`config.mk`:
```
export PLATFORM = sky130hd
export DESIGN_NAME = fan_duty_sequencer
export DESIGN_NICKNAME = d
export VERILOG_FILES = /design/src/rtl/fan_duty_sequencer.sv
export SDC_FILE = /design/constraint.sdc
export NUM_CORES = 1
export LEC_CHECK = 0
export ABC_AREA = 1
export ABC_CLOCK_PERIOD_IN_PS = 2750
export BUFFER_PORTS_ARGS = -buffer_cell sky130_fd_sc_hd__buf_2
export CORE_MARGIN = 1.5
export CORE_UTILIZATION = 59
export DETAILED_ROUTE_END_ITERATION = 10
export MAX_ROUTING_LAYER = met4
export PLACE_DENSITY_LB_ADDON = 0.2
export SKIP_CTS_REPAIR_TIMING = 1
export SLEW_MARGIN = 0
export SYNTH_ARGS = -nofsm -noshare
export SYNTH_HDL_FRONTEND = slang
export SYNTH_SLANG_ARGS = --single-unit
```
`constraint.sdc`:
```
create_clock -name clk -period 2.75 [get_ports clk]
set_input_delay 0 -clock clk [delete_from_list [all_inputs] [get_ports clk]]
set_output_delay 0 -clock clk [all_outputs]
set_load 0.01 [all_outputs]
```
`src/rtl/fan_duty_sequencer.sv`:
```
// fan_duty_sequencer
//   Converts a 2-bit fan stage request into an 8-bit PWM duty (0..99) that
//   ramps one step per ramp tick. It also runs a sleep/off timer that forces
//   the fan to stop when it expires.
// Ports
//   clk         system clock, all logic on posedge
//   reset_n     asynchronous active-low reset
//   stage_req   requested stage: 0=STOP 1=LOW 2=HIGH 3=MAX
//   timer_btn   one-cycle pulse, cycles the timer setting
//   duty        PWM duty to the PWM generator, 0..99
//   fan_on      1 when duty != 0, registered together with duty
//   stage_eff   effective stage (0 while timeout is set)
//   timer_sel   0=OFF 1=1h 2=3h 3=5h
//   remain_sec  seconds left on the timer
//   timeout     latched timer expiry, fan forced off
module fan_duty_sequencer #(
  parameter int unsigned SEC_CYCLES  = 100_000_000,
  parameter int unsigned RAMP_CYCLES = 1_000_000,
  parameter int unsigned DUTY_LOW    = 33,
  parameter int unsigned DUTY_HIGH   = 66,
  parameter int unsigned DUTY_MAX    = 99
) (
  input  logic        clk,
  input  logic        reset_n,
  input  logic [1:0]  stage_req,
  input  logic        timer_btn,
  output logic [7:0]  duty,
  output logic        fan_on,
  output logic [1:0]  stage_eff,
  output logic [1:0]  timer_sel,
  output logic [14:0] remain_sec,
  output logic        timeout
);

  localparam int unsigned RW = (RAMP_CYCLES > 1) ? $clog2(RAMP_CYCLES) : 1;
  localparam int unsigned SW = (SEC_CYCLES > 1) ? $clog2(SEC_CYCLES) : 1;

  typedef enum logic [1:0] {ST_STOP, ST_RAMP, ST_RUN} state_t;

  state_t        state_q, state_d;
  logic [7:0]    duty_q, duty_d;
  logic          fan_on_q;
  logic [RW-1:0] ramp_cnt_q, ramp_cnt_d;
  logic [SW-1:0] sec_cnt_q, sec_cnt_d;
  logic [1:0]    sel_q, sel_d;
  logic [14:0]   remain_q, remain_d;
  logic          timeout_q, timeout_d;

  logic [1:0]    stage_eff_w;
  logic [7:0]    target;
  logic          ramp_tick;
  logic          count_en;
  logic          sec_tick;
  logic [1:0]    sel_inc;

  assign stage_eff_w = timeout_q ? 2'd0 : stage_req;

  always_comb begin
    case (stage_eff_w)
      2'd1:    target = 8'(DUTY_LOW);
      2'd2:    target = 8'(DUTY_HIGH);
      2'd3:    target = 8'(DUTY_MAX);
      default: target = 8'd0;
    endcase
  end

  assign ramp_tick = (state_q == ST_RAMP) && (ramp_cnt_q == RW'(RAMP_CYCLES - 1));

  // State register
  always_ff @(posedge clk or negedge reset_n) begin
    if (!reset_n) begin
      state_q    <= ST_STOP;
      duty_q     <= '0;
      fan_on_q   <= 1'b0;
      ramp_cnt_q <= '0;
    end else begin
      state_q    <= state_d;
      duty_q     <= duty_d;
      fan_on_q   <= (duty_d != 8'd0);
      ramp_cnt_q <= ramp_cnt_d;
    end
  end

  // Next-state logic; exit from RAMP looks at the post-update duty so the
  // step that lands on the target also leaves RAMP in the same cycle.
  always_comb begin
    state_d = state_q;
    case (state_q)
      ST_STOP: if (target != 8'd0) state_d = ST_RAMP;
      ST_RAMP: if (duty_d == target) state_d = (target != 8'd0) ? ST_RUN : ST_STOP;
      ST_RUN:  if (target != duty_q) state_d = ST_RAMP;
      default: state_d = ST_STOP;
    endcase
  end

  // Duty datapath and ramp prescaler; prescaler survives a mid-ramp target change.
  always_comb begin
    duty_d     = duty_q;
    ramp_cnt_d = '0;
    if (state_q == ST_RAMP) begin
      ramp_cnt_d = ramp_tick ? '0 : ramp_cnt_q + RW'(1);
      if (ramp_tick) begin
        if (duty_q < target)      duty_d = duty_q + 8'd1;
        else if (duty_q > target) duty_d = duty_q - 8'd1;
      end
    end else if (state_q == ST_STOP) begin
      duty_d = '0;
    end
  end

  // Off-timer
  assign count_en = (sel_q != 2'd0) && (stage_req != 2'd0);
  assign sec_tick = count_en && (sec_cnt_q == SW'(SEC_CYCLES - 1));
  assign sel_inc  = sel_q + 2'd1;

  always_comb begin
    sel_d     = sel_q;
    remain_d  = remain_q;
    timeout_d = timeout_q;
    sec_cnt_d = sec_cnt_q;
    if (count_en) sec_cnt_d = sec_tick ? '0 : sec_cnt_q + SW'(1);
    // A button press outranks an expiry in the same cycle.
    if (timer_btn) begin
      sel_d     = sel_inc;
      sec_cnt_d = '0;
      timeout_d = 1'b0;
      case (sel_inc)
        2'd1:    remain_d = 15'd3600;
        2'd2:    remain_d = 15'd10800;
        2'd3:    remain_d = 15'd18000;
        default: remain_d = 15'd0;
      endcase
    end else begin
      if (stage_req == 2'd0) timeout_d = 1'b0;
      if (sec_tick) begin
        if (remain_q == 15'd1) begin
          remain_d  = '0;
          sel_d     = 2'd0;
          timeout_d = 1'b1;
        end else if (remain_q != 15'd0) begin
          remain_d = remain_q - 15'd1;
        end
      end
    end
  end

  always_ff @(posedge clk or negedge reset_n) begin
    if (!reset_n) begin
      sel_q     <= '0;
      remain_q  <= '0;
      timeout_q <= 1'b0;
      sec_cnt_q <= '0;
    end else begin
      sel_q     <= sel_d;
      remain_q  <= remain_d;
      timeout_q <= timeout_d;
      sec_cnt_q <= sec_cnt_d;
    end
  end

  assign duty       = duty_q;
  assign fan_on     = fan_on_q;
  assign stage_eff  = stage_eff_w;
  assign timer_sel  = sel_q;
  assign remain_sec = remain_q;
  assign timeout    = timeout_q;

endmodule

```
==> results_dict.tcl <==
set metrics [dict create \
    path_max_fanout 22 \
    synth_seq_cells 76 \
    clock_sinks 76 \
    drtPass1Iterations 5 \
    worstPathCellList "inv_1 > ha_1 > nand2_1 > nor2_1 > and2_1 > nor2_1 > nand3_1 > nand2_2 > nor2_1 > xnor2_1 > nor2_1" \
    final_cells 791 \
    yosysUniqueCellTypes 49 \
    dp_hpwl_um 7610 \
    ios 34 \
    synth_area_um2 4760 \
    n_fill_cell 666 \
    yosys.area.top_type "dfrtp_1" \
    drv_slew 0 \
    syn_area_per_cell_um2 7.41 \
    areaGrowthSynthToFinish_pct 11.3 \
    grt_pass1_vias 4248 \
    path_clk_slew_ns 0.09 \
    worst_setup_path_end_kind "register" \
    gp_congestion 0.930 \
    antenna_found_initial 0 \
    initial_core_util_pct 61.3 \
    worstHoldPathType "in -> reg" \
    power_density_nw_per_um2 583 \
    n_antenna_cell 0 \
    root_buffer "clkbuf_8" \
    fin_setup_tns_ns 0 \
    drive_gt1_share_pct 14.2 \
    place_inst 771 \
    cts_tree "built" \
    fin_util_pct 68.2 \
    cp_common_cell "nor2_1" \
    reg2reg_depth 11 \
    ys_warn_count 0 \
    placed_cell_area_um2 5030 \
    dieArea_um2 8610 \
    clockBufferDepth 2 \
    die_x_um 92.8 \
    synthCells 642 \
    status "complete, no violations" \
    regToRegSetupSlack_ns 0.21 \
    layout_setup_ws_ns 0.206 \
    grt_overflow 0 \
    cp_slowest_cell "nor2_1" \
    crit_type "reg -> reg" \
    total_leakage_power_nw 2.62 \
    vias 4312 \
    synth_nets 660 \
    seq_area_um2 1900 \
    grt.total_usage_pct 27.0 \
    min_period_ns 2.54 \
    cts_made_buffers 9 \
    max_slew_margin_pct 36.4 \
    grt_max_degree 77 \
    h-tree-depth 3 \
    finalHoldViolCount 0 \
    max_stage_delay_ns 0.51 \
    synth_top_area_share_pct 40.0 \
    stdcell_area_um2 5300 \
    wl_um 10500 \
    startpoint_type "register" \
    ant_nets 0 \
    drc 0 \
    min_path_cells 5 \
    multi_input_area_um2 2450 \
    drt_iter0_drc 164 \
    ys_seq_area_share_pct 40.0 \
    core_area_um2 7770 \
    fmax_mhz 393 \
    finalNetCount 702 \
    worst_slew_pin_slew_ns 0.954 \
    grt_pass1_wl_um 18400 \
    avgRoutedWirePerCell_um 13.2 \
    place_ws_ns 0.255 \
    fin_crit_sh_pct 92.5 \
    required_ns 3.00 \
    die_h_um 92.8 \
    row_count 32 \
    io_buffers 33 \
    drv_cap 0 \
    arrival_ns 2.79 \
    clk_latency_ns 0.36 \
    fin_skew_ns 0.0139 \
    via_per_inst 5.45 \
    ir_drop_v 0.000481 \
    synth.top_cells.by_area "dfrtp_1 40%, nand2_1 10%, inv_1 6.9%, nor2_1 5.8%, nand3_1 4.3%" \
    setup_viol 0 \
]
registers in the layout, indices dropped and copies added (netlist names):
signal and flops:
duty 8, fan_on 1, ramp_cnt_q 20, remain_sec 15, sec_cnt_q 27, state_q 2, timeout 1, timer_sel 2
placed cells by master (no fill, tap or decap), types with 5 or more instances in the layout:
master | netlist | layout
buf_4 | 1 | 6
nand3_1 | 41 | 41
nand2_1 | 132 | 130
nor2_2 | 11 | 11
nand2_2 | 8 | 10
nor2_1 | 74 | 74
xor2_1 | 18 | 18
o22ai_1 | 6 | 6
nor3_1 | 29 | 29
dfrtp_1 | 76 | 76
xnor2_1 | 5 | 5
o21ai_0 | 26 | 26
buf_2 | 2 | 32
nand4_1 | 11 | 11
ha_1 | 13 | 12
clkbuf_8 | 0 | 9
a211oi_1 | 6 | 6
inv_1 | 88 | 88
a21oi_1 | 33 | 33
inv_2 | 10 | 10
cell families (layout without fill, tap and decap cells):
| group | count (synthesis) | count (layout) | synth area share (%) |
|---|---|---|---|
| XOR/XNOR | 23 | 23 | 4.23 |
| AO/OA/AOI/OAI | 93 | 93 | 11.5 |
| flip-flops | 76 | 76 | 40.0 |
| AND/OR/NAND/NOR | 329 | 329 | 32.1 |
| buffers and inverters | 108 | 155 | 8.81 |
| adder cells (fa/ha/maj) | 13 | 13 | 3.42 |
layout make-up:
cell class              instances  share of cell area, %
flip-flops and latches         76                   35.9
multi-input cells             458                   46.3
repair buffers                 40                   4.25
clock inverters                 6                   1.68
inverters                      99                   7.01
clock buffers                  10                   2.41
well taps                     102                   2.41
critical path: cells and delay by family, from the launching register on:
kind / cells / cell delay [ns]
adders and majority gates: 1 / 0.17
and+or+nand+nor: 8 / 1.63
DFF: 1 / 0.40
buffers and inverters: 1 / 0.08
xor gates and xnor gates: 1 / 0.15
per-stage QoR:
step                power (mW)  hold slack [ns]
floorplan                 1.91           -0.296
global placement          2.14            0.200
detailed placement        2.16            0.216
CTS                       3.10           -0.165
global route              3.29            0.192
finish                    3.09            0.102
cell usage after synthesis (all sizes together):
| master | count |
|---|---|
| a21boi | 1 |
| o31ai | 1 |
| o21ai | 30 |
| a31oi | 4 |
| o22ai | 6 |
| nor2 | 87 |
| ha | 13 |
| nand3b | 2 |
| nor3b | 4 |
| xnor2 | 5 |
| or2 | 3 |
| a22oi | 3 |
| nor4 | 5 |
| nand4 | 12 |
| nand2 | 140 |
| and2 | 2 |
| a32o | 1 |
| inv | 98 |
| o211a | 1 |
| a41oi | 1 |
| a211oi | 6 |
| a21oi | 35 |
| xor2 | 18 |
| o21a | 1 |
| a221oi | 2 |
| nand3 | 43 |
| buf | 5 |
| o211ai | 1 |
| clkinv | 1 |
| nor3 | 31 |
| clkbuf | 4 |
| dfrtp | 76 |
metal layers:
layer	wire, µm	share of wire, %	global-route usage, %	vias to the layer above
met2	5120	49	45.7	89
met5	0	0	-	-
met3	376	3.6	4.19	15
met1	4810	46	33.1	2034
met4	153	1.5	8.71	0
li1	-	-	-	2174
power by group:
part           internal (mW)  switching (mW)
registers               1.24           0.130
clock network          0.511           0.428
logic                  0.275           0.506
worst paths after layout:
path                                    start              to
worst max register to register  remain_sec[1]   remain_sec[8]
worst min register to register   sec_cnt_q[8]    sec_cnt_q[8]
max in group asynchronous             reset_n         duty[1]
worst min-delay path             stage_req[1]         timeout
min in group asynchronous             reset_n  ramp_cnt_q[13]
worst max-delay path            remain_sec[1]   remain_sec[8]
(Power assumes the default switching activity.)
